==> src/rtl/cpu_pkg.sv <==
// cpu_pkg: shared definitions for the sequential A/B/C/D core.
//   - OP_* : 4-bit opcodes, instruction = {op, imm}
//   - state_e : core FSM states
package cpu_pkg;

  localparam logic [3:0] OP_ADD_A  = 4'h0;
  localparam logic [3:0] OP_MOV_AB = 4'h1;
  localparam logic [3:0] OP_IN_A   = 4'h2;
  localparam logic [3:0] OP_MOV_AI = 4'h3;
  localparam logic [3:0] OP_MOV_BA = 4'h4;
  localparam logic [3:0] OP_ADD_B  = 4'h5;
  localparam logic [3:0] OP_IN_B   = 4'h6;
  localparam logic [3:0] OP_MOV_BI = 4'h7;
  localparam logic [3:0] OP_MOV_CA = 4'h8;
  localparam logic [3:0] OP_MOV_DA = 4'h9;
  localparam logic [3:0] OP_SUB    = 4'hA;
  localparam logic [3:0] OP_OUT    = 4'hB;
  localparam logic [3:0] OP_AND    = 4'hC;
  localparam logic [3:0] OP_HLT    = 4'hD;
  localparam logic [3:0] OP_JNC    = 4'hE;
  localparam logic [3:0] OP_JMP    = 4'hF;

  typedef enum logic [2:0] {
    S_FETCH = 3'd0,
    S_WAIT  = 3'd1,
    S_EXEC  = 3'd2,
    S_OUTW  = 3'd3,
    S_HALT  = 3'd4
  } state_e;

endpackage

==> src/rtl/cpu_seq_core_if.sv <==
// cpu_seq_core_if: instruction-fetch (req/ack) and output-port (valid/ready) buses.
//   imem_req/imem_addr   core -> memory, request held until imem_ack
//   imem_ack/imem_data   memory -> core, {op, imm}
//   out_valid/out_data   core -> consumer, held until out_ready
//   out_ready            consumer -> core
// master = core side, slave = memory/consumer side.
interface cpu_seq_core_if #(
  parameter int DATA_W = 8,
  parameter int PC_W   = 8
);
  logic              imem_req;
  logic [PC_W-1:0]   imem_addr;
  logic              imem_ack;
  logic [DATA_W+3:0] imem_data;
  logic              out_valid;
  logic              out_ready;
  logic [DATA_W-1:0] out_data;

  modport master (
    output imem_req, imem_addr, out_valid, out_data,
    input  imem_ack, imem_data, out_ready
  );

  modport slave (
    input  imem_req, imem_addr, out_valid, out_data,
    output imem_ack, imem_data, out_ready
  );
endinterface

==> src/rtl/cpu_alu.sv <==
// cpu_alu: combinational ALU for the core.
//   a, b   : operands (core selects A/B/imm)
//   op     : current opcode
//   cin    : current carry, passed through for ops that keep it
//   y      : result, carry_out : next carry
module cpu_alu
  import cpu_pkg::*;
#(
  parameter int W = 8
) (
  input  logic [W-1:0] a,
  input  logic [W-1:0] b,
  input  logic [3:0]   op,
  input  logic         cin,
  output logic [W-1:0] y,
  output logic         carry_out
);
  logic [W:0] sum;

  always_comb begin
    sum       = {1'b0, a} + {1'b0, b};
    y         = b;
    carry_out = cin;
    case (op)
      OP_ADD_A, OP_ADD_B: begin
        y         = sum[W-1:0];
        carry_out = sum[W];
      end
      OP_SUB: begin
        y         = a - b;
        carry_out = (a < b);   // borrow
      end
      OP_AND: begin
        y         = a & b;
        carry_out = 1'b0;
      end
      default: ;
    endcase
  end
endmodule

==> src/rtl/cpu_seq_core.sv <==
// cpu_seq_core: multi-cycle A/B/C/D core with PC, req/ack instruction fetch
// and a valid/ready output port.
//   clk, rst_n  : clock, async active-low reset
//   step        : (CPU_STEP_EN only) one instruction per pulse seen in FETCH
//   bus         : cpu_seq_core_if.master (fetch + output port)
//   in_data     : input port, sampled in EXEC of IN ops
//   c_reg,d_reg : architectural C/D registers
//   halted      : core stopped by HLT until reset
// Optional feature macro: CPU_STEP_EN (single-step gating of FETCH).
module cpu_seq_core
  import cpu_pkg::*;
#(
  parameter int DATA_W = 8,
  parameter int PC_W   = 8
) (
  input  logic              clk,
  input  logic              rst_n,
`ifdef CPU_STEP_EN
  input  logic              step,
`endif
  cpu_seq_core_if.master    bus,
  input  logic [DATA_W-1:0] in_data,
  output logic [DATA_W-1:0] c_reg,
  output logic [DATA_W-1:0] d_reg,
  output logic              halted
);
  state_e            state_q, state_d;
  logic [DATA_W-1:0] a_q, a_d, b_q, b_d, c_q, c_d, d_q, d_d;
  logic              carry_q, carry_d;
  logic [PC_W-1:0]   pc_q, pc_d;
  logic [DATA_W+3:0] ir_q, ir_d;
  logic              req_q, req_d, ovld_q, ovld_d;
  logic [DATA_W-1:0] odata_q, odata_d;

  logic [3:0]        op;
  logic [DATA_W-1:0] imm, alu_a, alu_b, alu_y;
  logic              alu_c, go;
  logic [PC_W-1:0]   pc_inc, jtgt;

  assign op     = ir_q[DATA_W+3:DATA_W];
  assign imm    = ir_q[DATA_W-1:0];
  assign pc_inc = pc_q + 1'b1;
  assign jtgt   = PC_W'(imm);   // truncates or zero-extends to PC width

`ifdef CPU_STEP_EN
  assign go = step;
`else
  assign go = 1'b1;
`endif

  assign alu_a = (op == OP_ADD_B) ? b_q : a_q;
  assign alu_b = (op == OP_ADD_A || op == OP_ADD_B) ? imm : b_q;

  cpu_alu #(.W(DATA_W)) u_alu (
    .a(alu_a), .b(alu_b), .op(op), .cin(carry_q), .y(alu_y), .carry_out(alu_c)
  );

  always_comb begin
    state_d = state_q;
    a_d = a_q; b_d = b_q; c_d = c_q; d_d = d_q;
    carry_d = carry_q; pc_d = pc_q; ir_d = ir_q;
    req_d = req_q; ovld_d = ovld_q; odata_d = odata_q;
    case (state_q)
      S_FETCH: if (go) begin
        req_d   = 1'b1;
        state_d = S_WAIT;
      end
      S_WAIT: if (bus.imem_ack) begin
        ir_d    = bus.imem_data;
        req_d   = 1'b0;
        state_d = S_EXEC;
      end
      S_EXEC: begin
        pc_d    = pc_inc;
        state_d = S_FETCH;
        case (op)
          OP_ADD_A, OP_SUB, OP_AND: begin a_d = alu_y; carry_d = alu_c; end
          OP_MOV_AB: a_d = b_q;
          OP_IN_A:   a_d = in_data;
          OP_MOV_AI: a_d = imm;
          OP_MOV_BA: b_d = a_q;
          OP_ADD_B:  begin b_d = alu_y; carry_d = alu_c; end
          OP_IN_B:   b_d = in_data;
          OP_MOV_BI: b_d = imm;
          OP_MOV_CA: c_d = a_q;
          OP_MOV_DA: d_d = a_q;
          OP_OUT: begin
            // PC advances only once the consumer takes the value
            pc_d    = pc_q;
            odata_d = b_q;
            ovld_d  = 1'b1;
            state_d = S_OUTW;
          end
          OP_HLT: begin
            pc_d    = pc_q;
            state_d = S_HALT;
          end
          OP_JNC: if (!carry_q) pc_d = jtgt;
          OP_JMP: pc_d = jtgt;
          default: ;
        endcase
      end
      S_OUTW: if (bus.out_ready) begin
        ovld_d  = 1'b0;
        pc_d    = pc_inc;
        state_d = S_FETCH;
      end
      S_HALT: ;
      default: state_d = S_FETCH;
    endcase
  end

  always_ff @(posedge clk or negedge rst_n) begin
    if (!rst_n) begin
      state_q <= S_FETCH;
      a_q <= '0; b_q <= '0; c_q <= '0; d_q <= '0;
      carry_q <= 1'b0; pc_q <= '0; ir_q <= '0;
      req_q <= 1'b0; ovld_q <= 1'b0; odata_q <= '0;
    end else begin
      state_q <= state_d;
      a_q <= a_d; b_q <= b_d; c_q <= c_d; d_q <= d_d;
      carry_q <= carry_d; pc_q <= pc_d; ir_q <= ir_d;
      req_q <= req_d; ovld_q <= ovld_d; odata_q <= odata_d;
    end
  end

  assign bus.imem_req  = req_q;
  assign bus.imem_addr = pc_q;
  assign bus.out_valid = ovld_q;
  assign bus.out_data  = odata_q;
  assign c_reg         = c_q;
  assign d_reg         = d_q;
  assign halted        = (state_q == S_HALT);
endmodule

==> src/flat_wrapper.sv <==
// flat-port wrapper written by rule: the top's interface ports become plain ports
module cpu_seq_core_flat import cpu_pkg::*;
#(
  parameter int DATA_W = 8,
  parameter int PC_W   = 8
)
  (clk, rst_n, in_data, c_reg, d_reg, halted, bus_imem_req, bus_imem_addr, bus_out_valid, bus_out_data, bus_imem_ack, bus_imem_data, bus_out_ready);
  cpu_seq_core_if #(.DATA_W(DATA_W), .PC_W(PC_W)) bus_i ();
  input  logic clk;
  input  logic rst_n;
  input  logic [DATA_W-1:0] in_data;
  output logic [DATA_W-1:0] c_reg;
  output logic [DATA_W-1:0] d_reg;
  output logic halted;
  output wire logic [$bits(bus_i.imem_req)-1:0] bus_imem_req;
  output wire logic [$bits(bus_i.imem_addr)-1:0] bus_imem_addr;
  output wire logic [$bits(bus_i.out_valid)-1:0] bus_out_valid;
  output wire logic [$bits(bus_i.out_data)-1:0] bus_out_data;
  input wire logic [$bits(bus_i.imem_ack)-1:0] bus_imem_ack;
  input wire logic [$bits(bus_i.imem_data)-1:0] bus_imem_data;
  input wire logic [$bits(bus_i.out_ready)-1:0] bus_out_ready;
  assign bus_imem_req = bus_i.imem_req;
  assign bus_imem_addr = bus_i.imem_addr;
  assign bus_out_valid = bus_i.out_valid;
  assign bus_out_data = bus_i.out_data;
  assign bus_i.imem_ack = bus_imem_ack;
  assign bus_i.imem_data = bus_imem_data;
  assign bus_i.out_ready = bus_out_ready;
  cpu_seq_core #(.DATA_W(DATA_W), .PC_W(PC_W)) u_core (.clk(clk), .rst_n(rst_n), .bus(bus_i), .in_data(in_data), .c_reg(c_reg), .d_reg(d_reg), .halted(halted));
endmodule
==> config.mk <==
export PLATFORM = sky130hd
export DESIGN_NAME = cpu_seq_core_flat
export DESIGN_NICKNAME = d
export VERILOG_FILES = /design/src/rtl/cpu_pkg.sv /design/src/rtl/cpu_seq_core_if.sv /design/src/rtl/cpu_alu.sv /design/src/rtl/cpu_seq_core.sv /design/src/flat_wrapper.sv
export SDC_FILE = /design/constraint.sdc
export NUM_CORES = 1
export LEC_CHECK = 0
export ABC_AREA = 0
export CORE_ASPECT_RATIO = 1.2
export CORE_MARGIN = 2
export CORE_UTILIZATION = 45
export CTS_BUF_LIST = sky130_fd_sc_hd__clkbuf_8
export DETAILED_ROUTE_END_ITERATION = 7
export PLACE_DENSITY = 0.73
export SLEW_MARGIN = 0
export SYNTH_ARGS = -nofsm -noshare
export SYNTH_HDL_FRONTEND = slang
export SYNTH_HIERARCHICAL = 1
export SYNTH_SLANG_ARGS = --single-unit
==> constraint.sdc <==
create_clock -name clk -period 10.68 [get_ports clk]
set_input_delay 1.068 -clock clk [delete_from_list [all_inputs] [get_ports clk]]
set_output_delay 1.068 -clock clk [all_outputs]
set_load 0.005 [all_outputs]
==> results of run 1 <==
## cell usage after synthesis, types with 4 or more instances
master	number
nand3_1	5
mux2_2	62
nor3b_1	9
nand2_1	31
a22oi_1	4
nand2b_1	7
nand3b_1	4
buf_2	16
xnor2_1	5
nor2b_1	6
mux4_2	8
and3_1	4
inv_1	17
mux2i_1	11
o22ai_1	9
o21ai_0	23
dfrtp_1	66
a21oi_1	29
buf_4	6
nor2_1	25
o21ai_1	4
ha_1	18
xor2_1	5
## layer usage
| layer | up-vias | global-route usage [%] | wire length [µm] |
|---|---|---|---|
| li1 | 1697 | - | - |
| met1 | 1814 | 27.4 | 4590 |
| met2 | 163 | 35.6 | 5680 |
| met3 | 36 | 4.67 | 780 |
| met4 | 0 | 6.95 | 387 |
| met5 | - | 0 | 0 |
## per-stage QoR
| step | instances | power (µW) |
|---|---|---|
| 6_report | 616 | 1910 |
| 5_1_grt | 616 | 2050 |
| 4_1_cts | 616 | 1900 |
| 3_5_place_dp | 600 | 1660 |
| 3_3_place_gp | 600 | 1630 |
| 2_1_floorplan | 439 | 1350 |
## kinds of logic after synthesis
kind of cell	share of synthesized area [%]
mux	21.6
xor+xnor	1.91
buf+inv	4.95
fa+ha+maj	5.80
simple gates	13.6
flops	36.1
compound gates	16.0
## power by group
group          total, µW  switching, µW  internal, µW
registers            520            169           351
clock network        233            102           131
logic               1160            589           569
## cell type report
| cell class | instances | share of cell area, % |
|---|---|---|
| sequential | 66 | 30.6 |
| multi-input combinational | 329 | 50.0 |
| clock inverter | 7 | 1.74 |
| clock buffer | 9 | 2.30 |
| tap | 126 | 2.92 |
| timing repair buffer | 62 | 11.2 |
| inverter | 17 | 1.18 |
## final timing paths
path / end / slack [ps] / cells after the start
max: u_core/b_q[7]$_DFFE_PN0P_ / 5980 / 13
min: u_core/bus.imem_req$_DFFE_PN0P_ / 490 / 2
max reg2reg: u_core/b_q[7]$_DFFE_PN0P_ / 5980 / 13
min reg2reg: u_core/bus.imem_req$_DFFE_PN0P_ / 490 / 2
max in group asynchronous: u_core/bus.imem_addr[7]$_DFFE_PN0P_ / 9220 / 2
min in group asynchronous: u_core/d_reg[3]$_DFFE_PN0P_ / 900 / 2
## worst register-to-register path, delay by kind of cell, from the launching register on
| family | cells | cell delay (ps) |
|---|---|---|
| buffers and inverters | 1 | 400 |
| DFF | 1 | 590 |
| AOI/OAI and AO/OA | 5 | 1120 |
| and+or+nand+nor | 3 | 930 |
| muxes | 3 | 1140 |
| adders and majority gates | 1 | 420 |
==> results.md, run 1 <==
- Post-synth ARST share: 100%
- Clock sinks: 66
- Layout cells sized above 1: 21.8%
- Commonest non-fill, non-tap cell in the layout: dfrtp_1
- WP data arrival: 4950 ps
- PostCTS Resize Cnt: 0
- Total number of vias: 3710
- Nets: 529
- Drt total wl: 11.4 mm
- Crit path top cell by count: mux2_2
- Yosys reg bits: 66
- CTS buffer count: 9
- Filler cells: 873
- RSZ-0062 raised after global routing: no
- Largest stage delay, worst path: 590 ps
- Register area: 1650 µm²
- Initial Utilization: 45.9%
- Setup TNS: 0 ps
- Placement Rows: 40
- Hold-fix buffers at CTS: 0
- Vias in the first global route: 3527
- Die W: 96.0 µm
- Max Fclk: 0.213 GHz
- Pleak: 0.00232 µW
- Die Height: 114 µm
- Syn nets: 483
- Vias/cell: 6.02
- Clock Path Buffers: 2
- Core area: 9960 µm²
- Post-DRT Antenna Nets: 0
- CP Capture Type: flop
- Setup Crit Path Kind: reg2reg
- Critical-path cell list: buf_4 -> nor2b_1 -> and3b_1 -> mux2_2 -> ha_1 -> a21o_1 -> a21oi_2 -> o21ai_2 -> and4b_1 -> o31a_1 -> o32a_1 -> mux4_2 -> mux2_2
- Die area: 11000 µm²
- Crit start category: flop
- I/O pin cnt: 59
- Total global-route track usage: 21.4%
- Multi-input logic area: 2700 µm²
- Max Transition Viols Final: 0
- Avg Inst Size Synth: 10.4 µm²
- Routed len/inst: 18.6 µm
- Fin worst setup slack: 5980 ps
- Worst-path clk slew: 80 ps
- DP Area: 5170 µm²
- Crit path max-delay cell type: dfrtp_1
- H-tree levels: 3
- Max reg flops: 12
- CP Launch Point: u_core/ir_q[8]$_DFFE_PN0P_
- Most frequent cells in the layout: dfrtp_1, mux2_2, clkdlybuf4s50_1, nand2_1, a21oi_1
- Fin crit period: 4700 ps
- Worst vdd ir: 152 µV
- Grt total ovfl: 0
- Area grow syn2layout: 17.9%
- Final Cycle Share: 44.1%
- HP Class: reg2reg
- Top_reg_cell synth: dfrtp_1
- R2R Path Start: u_core/ir_q[8]$_DFFE_PN0P_
- Synth top area share: 36.1%
- CTS tree: built
- Post-Route Skew: 9.34 ps
- Post-synth EDFFs: 0
- Place WS: 6020 ps
- Syn. warnings: 6
- Worst-Margin Slew: 982 ps
- Initial DRC count: 286
- Synth area leaders: dfrtp_1, mux2_2, ha_1, mux4_2, a21oi_1
- Dpl hpwl: 8.31 mm
- Worst path required time: 10920 ps
- Final non-filler cell area: 5390 µm²
- Final RePlAce weighted congestion: 0.883
- Setup bufs post-CTS: 0
- Setup violators final: 0
- Post-synth cell types: 71
- WP buf/inv: 1
- Sequential fraction of the synthesis area: 36.1%
- Largest net degree at the start of global routing: 67
- First-pass GRT wire length: 18.0 mm
- Hold Startpoint: u_core/bus.imem_req$_DFFE_PN0P_
- Initial antenna violation count: 0
- Status: completed
- Pwr/cell area: 355 nW/µm²
- Relative slew slack: 34.1%
- Minimum hold slack: 492 ps
- Final cell utilization of the core: 54.1%
- # DRC: 0
- Max-cap viol count: 0
- Delay-heaviest family, CP: multiplexers
- Register bank with the most flops: u_core/ir_q
- N_diodes: 0
- Clk root buf: clkbuf_8
- Hold Violations, Final: 0
- Port Buffer Count: 58
- CP Max Fanout: 27
- Drt pass-1 iters: 5
- Mapped Cells: 439
- Synth Cell Area: 4570 µm²
- Worst-skew pair later-pin latency: 350 ps
- Post-synth top area cell: dfrtp_1
(Power assumes the default switching activity.)
==> inputs of run 2 (changes only) <==
--- a/config.mk
+++ b/config.mk
@@ -11,7 +11,7 @@
 export CORE_UTILIZATION = 45
 export CTS_BUF_LIST = sky130_fd_sc_hd__clkbuf_8
 export DETAILED_ROUTE_END_ITERATION = 7
-export PLACE_DENSITY = 0.73
+export PLACE_DENSITY = 0.76
 export SLEW_MARGIN = 0
 export SYNTH_ARGS = -nofsm -noshare
 export SYNTH_HDL_FRONTEND = slang
==> constraint.sdc (replaced) <==
create_clock -name clk -period 4.3 [get_ports clk]
set_input_delay 0.43 -clock clk [delete_from_list [all_inputs] [get_ports clk]]
set_output_delay 0.43 -clock clk [all_outputs]
set_load 0.005 [all_outputs]
==> run 2 against run 1 <==
- hold slack lost 370 ps
- sequential power grew 140%
- power grew 150%
- clock power grew 110%
- first-iteration DRC count shrank 14%
- design area grew 0.14%
- non-clock buffer count grew 4
- highest routed layer unchanged
==> results.md, run 2 (synthesized netlist as in run 1, its figures left out) <==
- Grt total ovfl: 0 (unchanged)
- Max Fclk: 0.246 GHz (was 0.213 GHz)
- Final RePlAce weighted congestion: 0.869 (was 0.883)
- CP Max Fanout: 8 (was 27)
- Register area: 1650 µm² (unchanged)
- Pleak: 0.00232 µW (about the same)
- Relative slew slack: 28.7% (was 34.1%)
- Largest net degree at the start of global routing: 35 (was 67)
- Largest stage delay, worst path: 480 ps (was 590 ps)
- RSZ-0062 raised after global routing: no (unchanged)
- Drt pass-1 iters: 5 (unchanged)
- Total number of vias: 3680 (was 3710)
- Worst path required time: 4540 ps (was 10920 ps)
- Fin crit period: 4070 ps (was 4700 ps)
- Final Cycle Share: 94.6% (was 44.1%)
- Nets: 533 (was 529)
- Crit path max-delay cell type: dfrtp_1 (unchanged)
- Clock sinks: 66 (unchanged)
- Area grow syn2layout: 18.1% (was 17.9%)
- FF-to-FF End: u_core/b_q[6]$_DFFE_PN0P_ (was u_core/b_q[7]$_DFFE_PN0P_)
- Die area: 11000 µm² (unchanged)
- Worst-Margin Slew: 1060 ps (was 982 ps)
- Crit start category: flop (unchanged)
- Clk root buf: clkbuf_8 (unchanged)
- Die Height: 114 µm (unchanged)
- Initial Utilization: 45.9% (unchanged)
- Pwr/cell area: 874 nW/µm² (was 355 nW/µm²)
- Vias in the first global route: 3703 (was 3527)
- Register bank with the most flops: u_core/ir_q (unchanged)
- CTS buffer count: 9 (unchanged)
- Total global-route track usage: 22.3% (was 21.4%)
- Most frequent cells in the layout: dfrtp_1, mux2_2, clkdlybuf4s50_1, nand2_1, a21oi_1 (unchanged)
- Pwr Total: 4720 µW (was 1910 µW)
- Worst vdd ir: 379 µV (was 152 µV)
- Commonest non-fill, non-tap cell in the layout: dfrtp_1 (unchanged)
- Post-Route Skew: 12.6 ps (was 9.34 ps)
- Initial DRC count: 247 (was 286)
- CP Capture Type: flop (unchanged)
- Post-DRT Antenna Nets: 0 (unchanged)
- I/O pin cnt: 59 (unchanged)
- Setup bufs post-CTS: 0 (unchanged)
- Multi-input logic area: 2700 µm² (about the same)
- Reg2reg path depth: 15 (was 13)
- Routed len/inst: 18.9 µm (was 18.6 µm)
- Drt total wl: 11.8 mm (was 11.4 mm)
- Filler cells: 848 (was 873)
- Flop2flop setup slack: 230 ps (was 5980 ps)
- Setup TNS: 0 ps (unchanged)
- First-pass GRT wire length: 18.8 mm (was 18.0 mm)
- Minimum hold slack: 118 ps (was 492 ps)
- Port Buffer Count: 58 (unchanged)
- R2R Path Start: u_core/ir_q[9]$_DFFE_PN0P_ (was u_core/ir_q[8]$_DFFE_PN0P_)
- Critical-path cell list: nor2b_1 -> and3b_1 -> mux2_2 -> inv_1 -> ha_1 -> inv_1 -> fa_1 -> a21o_1 -> a21oi_1 -> o31a_1 -> nor2_1 -> a211oi_1 -> o21ai_0 -> mux4_2 -> mux2_2 (was buf_4 -> nor2b_1 -> and3b_1 -> mux2_2 -> ha_1 -> a21o_1 -> a21oi_2 -> o21ai_2 -> and4b_1 -> o31a_1 -> o32a_1 -> mux4_2 -> mux2_2)
- WP data arrival: 4310 ps (was 4950 ps)
- Max Transition Viols Final: 0 (unchanged)
- Setup violators final: 0 (unchanged)
- Hold Violations, Final: 0 (unchanged)
- Dpl hpwl: 8.69 mm (was 8.31 mm)
- Vias/cell: 5.93 (was 6.02)
- Layout cells sized above 1: 22.7% (was 21.8%)
- CTS tree: built (unchanged)
- Hold-fix buffers at CTS: 0 (unchanged)
- Max-cap viol count: 0 (unchanged)
- # DRC: 0 (unchanged)
- Final non-filler cell area: 5400 µm² (was 5390 µm²)
- Die W: 96.0 µm (unchanged)
- Core area: 9960 µm² (unchanged)
- Placement Rows: 40 (unchanged)
- Status: completed (unchanged)
- Max reg flops: 12 (unchanged)
- H-tree levels: 3 (unchanged)
- Initial antenna violation count: 0 (unchanged)
- DP Area: 5210 µm² (was 5170 µm²)
- Worst-skew pair later-pin latency: 350 ps (about the same)
- Worst-path clk slew: 80 ps (about the same)
- Clock Path Buffers: 2 (unchanged)
- HP Class: in2async (was reg2reg)
- Setup Crit Path Kind: reg2reg (unchanged)
- PostCTS Resize Cnt: 0 (unchanged)
## run 2: worst max path at each step
stage          cells after the start  slack (ps)                  startpoint                        end
5_1_grt                           15          70  u_core/ir_q[8]$_DFFE_PN0P_  u_core/b_q[6]$_DFFE_PN0P_
4_1_cts                           15         270  u_core/ir_q[9]$_DFFE_PN0P_  u_core/b_q[6]$_DFFE_PN0P_
2_1_floorplan                     16         470  u_core/ir_q[8]$_DFFE_PN0P_  u_core/b_q[7]$_DFFE_PN0P_
3_3_place_gp                      13         420  u_core/ir_q[8]$_DFFE_PN0P_  u_core/b_q[6]$_DFFE_PN0P_
6_report                          15         230  u_core/ir_q[9]$_DFFE_PN0P_  u_core/b_q[6]$_DFFE_PN0P_
3_5_place_dp                      15         280  u_core/ir_q[9]$_DFFE_PN0P_  u_core/b_q[6]$_DFFE_PN0P_
## run 2: area by class of cell
type | count | share of cell area (%)
Antenna cell | 1 | 0.0463
Clock buffer | 11 | 2.80
Clock inverter | 5 | 0.672
Inverter | 17 | 1.18
Multi-Input combinational cell | 329 | 50.0
Sequential cell | 66 | 30.6
Tap cell | 126 | 2.92
Timing Repair Buffer | 66 | 11.8
## run 2: per-stage QoR
stage               setup WS (ps)  std cells  utilization [%]
floorplan                     466        439                -
global placement              416        604             52.3
detailed placement            283        604             52.3
CTS                           273        620             54.2
global route                 73.0        620             54.2
finish                        233        621             54.2
## run 2: where the power goes
group / switching (µW) / internal, µW
Combinational: 1560 / 1440
Sequential: 355 / 874
Clock: 256 / 241
## run 2: routing by layer
metal	vias to the layer above	wire [µm]	GRT usage [%]
met3	24	794	5.33
li1	1709	-	-
met1	1792	4760	28.3
met5	-	0	0
met4	0	272	7.52
met2	155	5940	37.0
## run 2: critical path, delay by kind of cell (launching register included)
kind	cells	cell delay, ps
muxes	3	1120
AOI/OAI and AO/OA	5	990
and+or+nand+nor	3	700
adders and majority gates	2	530
DFF	1	480
buffers and inverters	2	120
